### src/rtl/imm_encoder.sv
// Two-stage RISC-V immediate encoder: scatters an immediate into the fields of a
// base instruction word for formats I/Iu/S/B/Bu/U/J, with range and alignment checks.
`timescale 1ns/1ps

package Imm_pkg;
  typedef enum logic [2:0] {
    I  = 3'd0,
    Iu = 3'd1,
    S  = 3'd2,
    B  = 3'd3,
    Bu = 3'd4,
    U  = 3'd5,
    J  = 3'd6
  } IMM_t;
endpackage

module imm_encoder (
  input  logic        clk,
  input  logic        rst,
  input  logic        in_valid,
  output logic        in_ready,
  input  logic [2:0]  in_type,
  input  logic [31:0] in_imm,
  input  logic [31:0] in_base,
  output logic        out_valid,
  input  logic        out_ready,
  output logic [31:0] out_instr,
  output logic [1:0]  out_err,
  output logic [7:0]  err_count
);

  // Handshake: a transfer happens on a rising edge where valid and ready are both
  // high; the producer holds its payload stable while valid is high and ready is low.

  logic [31:0] mask_c, fields_c, mask_eff, fields_eff;
  logic        range_bad, align_bad, illegal;
  logic [1:0]  err_c;

  always_comb begin
    mask_c    = '0;
    fields_c  = '0;
    range_bad = 1'b0;
    align_bad = 1'b0;
    illegal   = 1'b0;
    case (Imm_pkg::IMM_t'(in_type))
      Imm_pkg::I: begin
        mask_c    = 32'hFFF0_0000;
        fields_c  = {in_imm[11:0], 20'd0};
        range_bad = !((&in_imm[31:11]) || (~|in_imm[31:11]));
      end
      Imm_pkg::Iu: begin
        mask_c    = 32'hFFF0_0000;
        fields_c  = {in_imm[11:0], 20'd0};
        range_bad = |in_imm[31:12];
      end
      Imm_pkg::S: begin
        mask_c    = 32'hFE00_0F80;
        fields_c  = {in_imm[11:5], 13'd0, in_imm[4:0], 7'd0};
        range_bad = !((&in_imm[31:11]) || (~|in_imm[31:11]));
      end
      Imm_pkg::B: begin
        mask_c    = 32'hFE00_0F80;
        fields_c  = {in_imm[12], in_imm[10:5], 13'd0, in_imm[4:1], in_imm[11], 7'd0};
        range_bad = !((&in_imm[31:12]) || (~|in_imm[31:12]));
        align_bad = in_imm[0];
      end
      Imm_pkg::Bu: begin
        mask_c    = 32'hFE00_0F80;
        fields_c  = {in_imm[12], in_imm[10:5], 13'd0, in_imm[4:1], in_imm[11], 7'd0};
        range_bad = |in_imm[31:13];
        align_bad = in_imm[0];
      end
      Imm_pkg::U: begin
        mask_c    = 32'hFFFF_F000;
        fields_c  = {in_imm[31:12], 12'd0};
        align_bad = |in_imm[11:0];
      end
      Imm_pkg::J: begin
        mask_c    = 32'hFFFF_F000;
        fields_c  = {in_imm[20], in_imm[10:1], in_imm[11], in_imm[19:12], 12'd0};
        range_bad = !((&in_imm[31:20]) || (~|in_imm[31:20]));
        align_bad = in_imm[0];
      end
      default: illegal = 1'b1;
    endcase
  end

  // Illegal type outranks misalignment, which outranks range.
  assign err_c      = illegal ? 2'd3 : align_bad ? 2'd2 : range_bad ? 2'd1 : 2'd0;
  // A zero mask and zero fields make the merge return the base word untouched.
  assign mask_eff   = (err_c == 2'd0) ? mask_c : '0;
  assign fields_eff = (err_c == 2'd0) ? fields_c : '0;

  logic        s1_valid_q, s1_valid_d;
  logic [31:0] s1_base_q, s1_base_d;
  logic [31:0] s1_mask_q, s1_mask_d;
  logic [31:0] s1_fields_q, s1_fields_d;
  logic [1:0]  s1_err_q, s1_err_d;
  logic        s2_valid_q, s2_valid_d;
  logic [31:0] s2_instr_q, s2_instr_d;
  logic [1:0]  s2_err_q, s2_err_d;
  logic [7:0]  err_count_q, err_count_d;
  logic        s2_load, in_fire, out_fire;

  assign s2_load  = s1_valid_q & (~s2_valid_q | out_ready);
  assign in_ready = ~s1_valid_q | s2_load;
  assign in_fire  = in_valid & in_ready;
  assign out_fire = s2_valid_q & out_ready;

  always_comb begin
    s1_valid_d  = s1_valid_q;
    s1_base_d   = s1_base_q;
    s1_mask_d   = s1_mask_q;
    s1_fields_d = s1_fields_q;
    s1_err_d    = s1_err_q;
    s2_valid_d  = s2_valid_q;
    s2_instr_d  = s2_instr_q;
    s2_err_d    = s2_err_q;
    err_count_d = err_count_q;
    if (in_fire) begin
      s1_valid_d  = 1'b1;
      s1_base_d   = in_base;
      s1_mask_d   = mask_eff;
      s1_fields_d = fields_eff;
      s1_err_d    = err_c;
    end else if (s2_load) begin
      s1_valid_d = 1'b0;
    end
    if (s2_load) begin
      s2_valid_d = 1'b1;
      s2_instr_d = (s1_base_q & ~s1_mask_q) | s1_fields_q;
      s2_err_d   = s1_err_q;
    end else if (out_ready) begin
      s2_valid_d = 1'b0;
    end
    if (out_fire && (s2_err_q != 2'd0) && (err_count_q != 8'hFF)) begin
      err_count_d = err_count_q + 8'd1;
    end
  end

  always_ff @(posedge clk or posedge rst) begin
    if (rst) begin
      s1_valid_q  <= 1'b0;
      s1_base_q   <= '0;
      s1_mask_q   <= '0;
      s1_fields_q <= '0;
      s1_err_q    <= '0;
      s2_valid_q  <= 1'b0;
      s2_instr_q  <= '0;
      s2_err_q    <= '0;
      err_count_q <= '0;
    end else begin
      s1_valid_q  <= s1_valid_d;
      s1_base_q   <= s1_base_d;
      s1_mask_q   <= s1_mask_d;
      s1_fields_q <= s1_fields_d;
      s1_err_q    <= s1_err_d;
      s2_valid_q  <= s2_valid_d;
      s2_instr_q  <= s2_instr_d;
      s2_err_q    <= s2_err_d;
      err_count_q <= err_count_d;
    end
  end

  assign out_valid = s2_valid_q;
  assign out_instr = s2_instr_q;
  assign out_err   = s2_err_q;
  assign err_count = err_count_q;

endmodule

### config.mk
export PLATFORM = sky130hd
export DESIGN_NAME = imm_encoder
export DESIGN_NICKNAME = d
export VERILOG_FILES = /design/src/rtl/imm_encoder.sv
export SDC_FILE = /design/constraint.sdc
export NUM_CORES = 1
export LEC_CHECK = 0
export BUFFER_PORTS_ARGS = -buffer_cell sky130_fd_sc_hd__buf_2
export CAP_MARGIN = 10
export CORE_MARGIN = 2
export CORE_UTILIZATION = 35
export CTS_CLUSTER_SIZE = 28
export DETAILED_ROUTE_END_ITERATION = 6
export SYNTH_ARGS = -nofsm -noshare
export SYNTH_HDL_FRONTEND = slang
export SYNTH_SLANG_ARGS = --single-unit
export TNS_END_PERCENT = 20
### constraint.sdc
create_clock -name clk -period 6.7 [get_ports clk]
set_clock_uncertainty 0.15 [all_clocks]
set_input_delay 1.005 -clock clk [delete_from_list [all_inputs] [get_ports clk]]
set_output_delay 1.005 -clock clk [all_outputs]
set_load 0.02 [all_outputs]
==> metrics.txt, run 1 <==
Synth Flop Type dfrtp_1; HPWL after DPL 8807 um; share of cells above drive strength 1 29.37%; floorplan die width 122.7 um; Crit. End Element flip-flop; Mapped Cells 484; Post-CTS Setup Bufs 0; P per Cell Area 299.3 mW/mm^2; Distinct cells, synth 54; Die ar. 0.01507 mm^2; Synth Net Count 556; Lkg Pwr 2.823 nW; met2 usage in global routing 27.00%; GP Congestion 0.8655; critical path type input port to flip-flop; TritonCTS Buffers 9; post-CTS sizing 0; DRC viols 0; Avg WL per Cell 16.02 um; clock slew at reported path FFs 80 ps; first-pass GRT wire length 20350 um; M3 GR Usage 3.253%; synthesized area per cell 10.20 um^2; I/O Buffers 114; CTS tree built; synthesis-to-layout area growth 18.91%; top cell type's share of synthesized area 54.26%; VDD IR max 0.1087 mV; Initial Util 35.69%; clk buf depth 2; Worst EP arrival 3180 ps; sequential fraction of the synthesis area 54.26%; Finished Layout Cells 769; layout net count 656; dpl cells 753; HP Class flip-flop to flip-flop; max cap viols 0; relative slew slack 24.48%; final antenna-violating net count 0; outcome finished, final reports clean; Ys Warns 0; clk root buf clkbuf_16; Total Neg Setup Slack 0 ps; IO Pins 115; crit path launch type input port; worst-path fanout max 21; H-Tree Depth 3; TritonRoute pass-1 iters 4; drt total wl 12320 um; largest net degree at the start of global routing 63; Cell Area, Synth 0.004935 mm^2; Max Fclk 323.5 MHz; gr ovfl total 0; Post-synth EDFFs 0; Tightest Pin Transition 1133 ps; initial antenna violation count 0; Final Max Tran Viols 0; Rows 43; endpoints failing hold 0; Period Utilization, post-route 46.14%; flops & latches, synth 107; fin util 42.44%; RSZ-0062 raised after global routing false; clock sink total 107; min Tclk post-route 3092 ps; vias in the first global route 3949; GR Util met1 24.96%; Die H 122.7 um; n_diodes 0; GRT Util Overall 17.51%; via/cell ratio 5.103; Core Region 0.01383 mm^2; Async S/R FF share, synth 100.0%; gr busiest metal met2; Setup violations, final 0; Initial DRC Count 319; Clock Latency Late Sink 340 ps; leading cell types by total area after synthesis dfrtp_1 (54%), nand2_1 (9.7%), a21oi_1 (6.4%), o41ai_2 (5.9%), nor2_1 (2.5%); area leader, netlist dfrtp_1; Via Count 3924; cts hold-fix bufs 0; Data required, critical path 6790 ps
==> layer usage <==
layer | wire [um] | share of wire [%]
met5 | 0 | 0
met4 | 68 | 0.55
met3 | 606 | 4.9
met2 | 5739 | 47
met1 | 5905 | 48
==> stage by stage <==
| stage | total power [mW] | area, um^2 | hold slack [ps] | setup WS, ps |
|---|---|---|---|---|
| 2_1_floorplan | 1.102 | 4935 | 289.4 | 2728 |
| 3_3_place_gp | 1.244 | 5577 | 304.6 | 3303 |
| 3_5_place_dp | 1.257 | 5577 | 308.5 | 3202 |
| 4_1_cts | 1.783 | 5868 | 327.2 | 3598 |
| 5_1_grt | 1.867 | 5868 | 342.3 | 3503 |
| 6_report | 1.756 | 5868 | 321.6 | 3608 |
==> cell families (layout without fill, tap and decap cells) <==
family	after synthesis	after routing	share of synthesized area, %
compound gates	116	116	18.18
xor+xnor	8	8	1.420
fa+ha+maj	1	1	0.2535
buf+inv	36	141	4.310
flops	107	107	54.26
mux	12	12	2.688
simple gates	204	204	18.89
==> synthesized netlist by cell type, types with 5 or more instances <==
| master | n |
|---|---|
| nand2_1 | 127 |
| dfrtp_1 | 107 |
| a21oi_1 | 63 |
| nor2_1 | 33 |
| o41ai_2 | 18 |
| clkbuf_1 | 13 |
| a22o_1 | 12 |
| mux2_2 | 10 |
| inv_1 | 7 |
| nand4_1 | 7 |
| nand2b_1 | 6 |
| nor3b_1 | 6 |
| xnor2_1 | 6 |
| a22oi_1 | 5 |
| buf_6 | 5 |
==> path summary, 6_finish.rpt <==
path                         startpoint         endpoint  slack, ps  depth (start not counted)
setup / recovery             in_imm[16]      s1_err_q[0]       3610                          6
hold / removal             s1_base_q[0]     s1_base_q[0]        320                          2
setup reg to reg              out_valid  s1_fields_q[25]       4420                          5
hold reg to reg            s1_base_q[0]     s1_base_q[0]        320                          2
max in group asynchronous           rst    out_instr[20]       4590                          3
min in group asynchronous           rst    out_instr[12]        570                          2
==> final cells by class <==
class,instances,area [um^2]
Fill cell,1400,7959
Multi-Input combinational cell,341,2048
Clock buffer,10,239.0
Inverter,8,32.53
Tap cell,180,225.2
Timing Repair Buffer,117,593.1
Sequential cell,107,2678
Clock inverter,6,52.55
==> state kept, by name, indices dropped and copies added, names as in the netlist, 2 cells and up <==
register	cells
err_count	8
s1_base_q	32
s1_mask_q	4
out_instr	32
s1_err_q	2
s1_fields_q	25
out_err	2
==> worst max-delay path: stages <==
cell and delay (ps):
buf_2 110, nor4_1 410, nand2_1 180, o311a_1 680
or4_1 620, o22a_1 170
==> placed cells by master, fill, tap and decap left out, drive strengths merged, types with 2 or more instances in the layout <==
master	instances
o32ai	2
nor3	3
o41ai	19
nor2	33
mux2	10
a22o	13
and2	2
nor4	6
nand2b	6
inv	11
clkinv	2
and3	3
nand4	7
xor2	2
nand2	127
or4	2
dfrtp	107
buf	117
mux2i	2
a22oi	5
a21oi	63
nand3	3
xnor2	6
nand3b	2
clkbuf	10
o21ai	3
nor3b	6
==> power by group <==
part	total [mW]	internal, mW	switching, mW
Sequential	0.822	0.752	0.0704
Clock	0.518	0.270	0.248
Combinational	0.416	0.154	0.262
No activity file was read; power rests on OpenSTA's default activity.
==> run 2, diff against run 1 <==
==> constraint.sdc (replaced) <==
create_clock -name clk -period 2.75 [get_ports clk]
set_clock_uncertainty 0.15 [all_clocks]
set_input_delay 0.4125 -clock clk [delete_from_list [all_inputs] [get_ports clk]]
set_output_delay 0.4125 -clock clk [all_outputs]
set_load 0.02 [all_outputs]
==> run 2 against run 1 <==
  * Non-clock buffer count rose by 9
  * Critical path type unchanged
  * Total power is 150% higher
  * Cell count grew 1.2%
  * Worst hold slack got worse by 290 ps
  * Combinational power up 150%
  * Worst setup slack got worse by 3100 ps
  * Critical path depth increased by 1
  * Core utilization rose by 0.73 points
  * Largest cell class unchanged
  * Die area stayed put
  * Via count down 0.54%
  * Sequential power is 140% higher
  * Highest routed layer unchanged
==> metrics.txt, run 2 (synthesized netlist as in run 1, its figures left out) <==
outcome finished, final reports clean; gr busiest metal met2; Core Region 0.01383 mm^2; commonest non-fill, non-tap cells in the layout nand2_1 (126), buf_2 (114), dfrtp_1 (107); floorplan die width 122.7 um; H-Tree Depth 3; HP Class input port to async pin; final antenna-violating net count 0; relative slew slack 51.00%; Worst EP arrival 2340 ps; TritonCTS Buffers 9; dpl cells 762; Total Neg Setup Slack 0 ps; vias in the first global route 3844; Cell Chain, Critical Path buf_2 > nor4_1 > nand2_1 > o41a_1 > o21a_1 > buf_4 > o41ai_1; max cap viols 0; Period Utilization, post-route 82.48%; met2 usage in global routing 27.24%; share of cells above drive strength 1 30.27%; clock slew at reported path FFs 70 ps; clk root buf clkbuf_16; CP bufs+invs 2; Clock Latency Late Sink 340 ps; Max Fclk 440.9 MHz; first-pass GRT wire length 20010 um; Avg WL per Cell 16.10 um; DRC viols 0; layout net count 665; IO Pins 115; Initial DRC Count 264; Die H 122.7 um; synthesis-to-layout area growth 20.97%; GR Util met1 24.44%; min Tclk post-route 2268 ps; TritonRoute pass-1 iters 5; cts hold-fix bufs 0; Lkg Pwr 2.877 nW; Finished Layout Cells 778; slowest stage delay, CP 480 ps; Via Count 3903; CP Depth 7; gr ovfl total 0; commonest non-fill, non-tap cell in the layout nand2_1; initial antenna violation count 0; Data required, critical path 2830 ps; via/cell ratio 5.017; GP Congestion 0.8109; P per Cell Area 726.9 mW/mm^2; GRT Util Overall 17.19%; delay-heaviest family, CP compound AO/OA/AOI/OAI gates; I/O Buffers 114; clk buf depth 2; Tightest Pin Transition 733.5 ps; worst-path fanout max 21; Post-CTS Setup Bufs 0; Final Max Tran Viols 0; Rows 43; clock sink total 107; RSZ-0062 raised after global routing false; post-CTS sizing 0; HPWL after DPL 9001 um; crit path launch type input port; Setup violations, final 0; largest net degree at the start of global routing 59; Initial Util 35.69%; VDD IR max 0.3346 mV; M3 GR Usage 3.113%; critical path type input port to flip-flop; Die ar. 0.01507 mm^2; CTS tree built; slowest CP cell nor4_1; endpoints failing hold 0; Worst Reg-to-Reg Cells 6; n_diodes 0; Crit. End Element flip-flop; drt total wl 12520 um
==> run 2: cell types whose count changed in the layout (fill, tap and decap cells not counted), sizes merged <==
cell,before,now
bufinv,0,1
clkinv,2,3
inv,11,9
buf,117,126
==> run 2: final timing paths <==
| path | startpoint | end | slack, ps |
|---|---|---|---|
| worst max-delay path | in_imm[16] | s1_fields_q[21] | 480 |
| worst min-delay path | rst | s1_base_q[5] | 30 |
| worst max register to register | out_valid | s1_fields_q[27] | 640 |
| worst min register to register | s1_base_q[5] | s1_base_q[5] | 330 |
| max in group asynchronous | rst | s1_mask_q[24] | 1780 |
| min in group clk | in_base[1] | s1_base_q[1] | 110 |
==> run 2: per-stage QoR <==
stage	instance area (um^2)	hold WS [ps]	utilization (%)	total power, mW	setup WS [ps]
final	5969	32.56	43.17	4.339	481.7
after floorplan	4938	289.4	-	2.686	633.3
after global placement	5670	302.4	41.01	3.050	277.1
after CTS	5969	54.40	43.17	4.395	573.7
after global routing	5969	78.02	43.17	4.598	447.6
after detailed placement	5670	310.0	41.01	3.080	217.5
==> run 2: power breakdown <==
group	internal [mW]	switching, mW
Combinational	0.388	0.644
Sequential	1.83	0.173
Clock	0.717	0.586
==> run 2: cell type report <==
cell class | count | area, um^2
Multi-Input combinational cell | 341 | 2048
Clock inverter | 6 | 70.07
Sequential cell | 107 | 2678
Inverter | 8 | 33.78
Fill cell | 1357 | 7858
Clock buffer | 10 | 229.0
Timing Repair Buffer | 126 | 685.7
Tap cell | 180 | 225.2
==> run 2: metal layers <==
layer | up-vias | share of wire [%] | wire [um]
met2 | 106 | 47 | 5851
met5 | - | 0 | 0
met4 | 0 | 1.0 | 130
li1 | 1919 | - | -
met1 | 1867 | 48 | 5958
met3 | 11 | 4.7 | 584
==> run 3, diff against run 2 <==
--- a/config.mk
+++ b/config.mk
@@ -5,6 +5,7 @@
 export SDC_FILE = /design/constraint.sdc
 export NUM_CORES = 1
 export LEC_CHECK = 0
+export ABC_AREA = 1
 export BUFFER_PORTS_ARGS = -buffer_cell sky130_fd_sc_hd__buf_2
 export CAP_MARGIN = 10
 export CORE_MARGIN = 2
==> constraint.sdc (replaced) <==
create_clock -name clk -period 1.85 [get_ports clk]
set_clock_uncertainty 0.15 [all_clocks]
set_input_delay 0.2775 -clock clk [delete_from_list [all_inputs] [get_ports clk]]
set_output_delay 0.2775 -clock clk [all_outputs]
set_load 0.02 [all_outputs]
==> run 3 against run 2 <==
  * Critical path depth is the same
  * Flip-flop and latch count unchanged
  * Largest power group unchanged
  * Synthesized area fell by 1.2%
  * Critical path type is now flip-flop to flip-flop
  * Critical endpoint is now s1_base_q[21]
==> metrics.txt, run 3 <==
outcome finished, final reports clean; worst setup path start s1_valid_q; area leader, netlist dfrtp_1; final antenna-violating net count 0; TritonCTS Buffers 9; Sw Share 33.43%; drt total wl 12920 um; endpoints failing hold 0; Int Pwr 4.757 mW; fill cell count 1392; layout net count 827; most common cell in the synthesized netlist nand2_1; crit path launch type flip-flop; Clock Latency Late Sink 350 ps; combinational share of power 27.0%; commonest non-fill, non-tap cells in the layout nand2_1 (190), buf_2 (114), dfrtp_1 (107); sequential fraction of the synthesis area 54.91%; clk root buf clkbuf_16; Die H 122.0 um; floorplan die width 122.0 um; clock slew at reported path FFs 70 ps; GRT Util Overall 17.92%; Mapped Cells 607; clock sink total 107; critical path type flip-flop to flip-flop; Clock power frac 29.9%; synthesis-to-layout area growth 30.48%; Final WS setup 158.3 ps; HP Class input port to flip-flop; Initial DRC Count 299; Crit. End Element flip-flop; Period Utilization, post-route 91.44%; clk buf depth 2; H-Tree Depth 3; Avg WL per Cell 13.75 um; commonest non-fill, non-tap cell in the layout nand2_1; GP Congestion 1.024; first-pass GRT wire length 21190 um; Max Fclk 591.1 MHz; Seq pwr share 43.2%; initial antenna violation count 0; Switch Pwr 2.388 mW; Initial Util 35.54%; Cell Area, Synth 0.004876 mm^2; vias in the first global route 4456; flops & latches, synth 107; Critical R2R Launch s1_valid_q; IO Pins 115; Rows 43; DRC viols 0; TritonRoute pass-1 iters 5; min Tclk post-route 1692 ps; gr ovfl total 0; largest net degree at the start of global routing 108; I/O Buffers 114; Core Region 0.01372 mm^2; RSZ-0062 raised after global routing false; Finished Layout Cells 940; Async S/R FF share, synth 100.0%; share of cells above drive strength 1 21.97%; worst hold start in_base[5]; dpl cells 902; synthesized area per cell 8.033 um^2; via/cell ratio 4.754; Data required, critical path 1920 ps; Via Count 4469; Final Max Tran Viols 0; Lkg Pwr 3.339 nW; Ys Warns 0; Synth Flop Type dfrtp_1; Tightest Pin Transition 590.1 ps; leading cell types by total area after synthesis dfrtp_1 (55%), nand2_1 (15%), o21ai_0 (7.3%), nor2_1 (5.3%), inv_1 (4.8%); Die ar. 0.01489 mm^2; total power 7.145 mW; Synth Net Count 679; Post-synth EDFFs 0; pre-CTS WS -19.86 ps; Worst EP arrival 1760 ps; n_diodes 0; P per Cell Area 1123 mW/mm^2; HPWL after DPL 9480 um; Distinct cells, synth 29; worst-path fanout max 24; Setup violations, final 0; Fin Hold WS 2.881 ps; commonest cells in the netlist nand2_1 (193), dfrtp_1 (107), o21ai_0 (71), nor2_1 (69), inv_1 (62); VDD IR max 0.4909 mV; top cell type's share of synthesized area 54.91%; fin util 46.37%; CTS tree built; max cap viols 0; relative slew slack 60.66%
==> run 3: area by class of cell <==
type / instances / area (um^2) / share of cell area, %
sequential: 107 / 2678 / 42.08
multi-input combinational: 412 / 1873 / 29.44
tap: 180 / 225.2 / 3.540
clock inverter: 5 / 85.08 / 1.337
clock buffer: 11 / 252.7 / 3.972
inverter: 64 / 244.0 / 3.835
timing repair buffer: 161 / 1005 / 15.79
==> run 3: metal layers <==
| metal | global-route usage (%) | part of all wire (%) | up-vias |
|---|---|---|---|
| met3 | 2.762 | 6.1 | 19 |
| met1 | 25.90 | 49 | 2082 |
| met5 | 0 | 0 | - |
| li1 | - | - | 2231 |
| met4 | 6.250 | 1.6 | 0 |
| met2 | 27.37 | 43 | 137 |
==> run 3: cells by family after synthesis <==
kind of cell	after synthesis	share of synthesized area, %
AO/OA/AOI/OAI	93	10.52
XOR/XNOR	7	1.257
buffers and inverters	88	7.159
AND/OR/NAND/NOR	311	25.89
flip-flops	107	54.91
adder cells (fa/ha/maj)	1	0.2566
==> run 3: worst max-delay path, cell delays in order (launching register included) <==
cell      delay, ps
dfrtp_1         360
nand3_1         120
nand2_2         130
buf_4           240
clkinv_1        150
buf_4           240
nand2_1          80
o21ai_0          90
==> run 3: path summary, 6_finish.rpt <==
path	to	slack, ps	cells past startpoint
max reg2reg	s1_base_q[21]	160	7
max in group asynchronous	s1_fields_q[14]	610	4
max	s1_base_q[21]	160	7
min reg2reg	out_instr[1]	320	2
min	s1_base_q[5]	3	3
min in group asynchronous	err_count[5]	470	4
==> run 3: per-stage QoR <==
stage / setup TNS, ps / cell area [um^2]
4_1_cts: 0 / 6330
2_1_floorplan: 0 / 4880
3_3_place_gp: -20.72 / 5782
6_report: 0 / 6362
3_5_place_dp: -25.59 / 5782
5_1_grt: 0 / 6362
==> run 3: power by group through the flow <==
stage                     Sequential, mW  Combinational (mW)  Clock (mW)
after floorplan                     3.47               0.785           0
after global placement              3.11                1.86           0
after detailed placement            3.13                1.89           0
after CTS                           3.09                1.93        2.16
after global routing                3.15                2.16        2.26
final                               3.08                1.93        2.13
==> run 3: repair_timing <==
| action | in CTS | in global routing |
|---|---|---|
| resized for setup | 0 | 6 |
| endpoints found under the hold margin | 127 | 0 |
| buffers inserted | 0 | 1 |
| setup endpoints to repair | 0 | 33 |
| hold buffers | 21 | 0 |
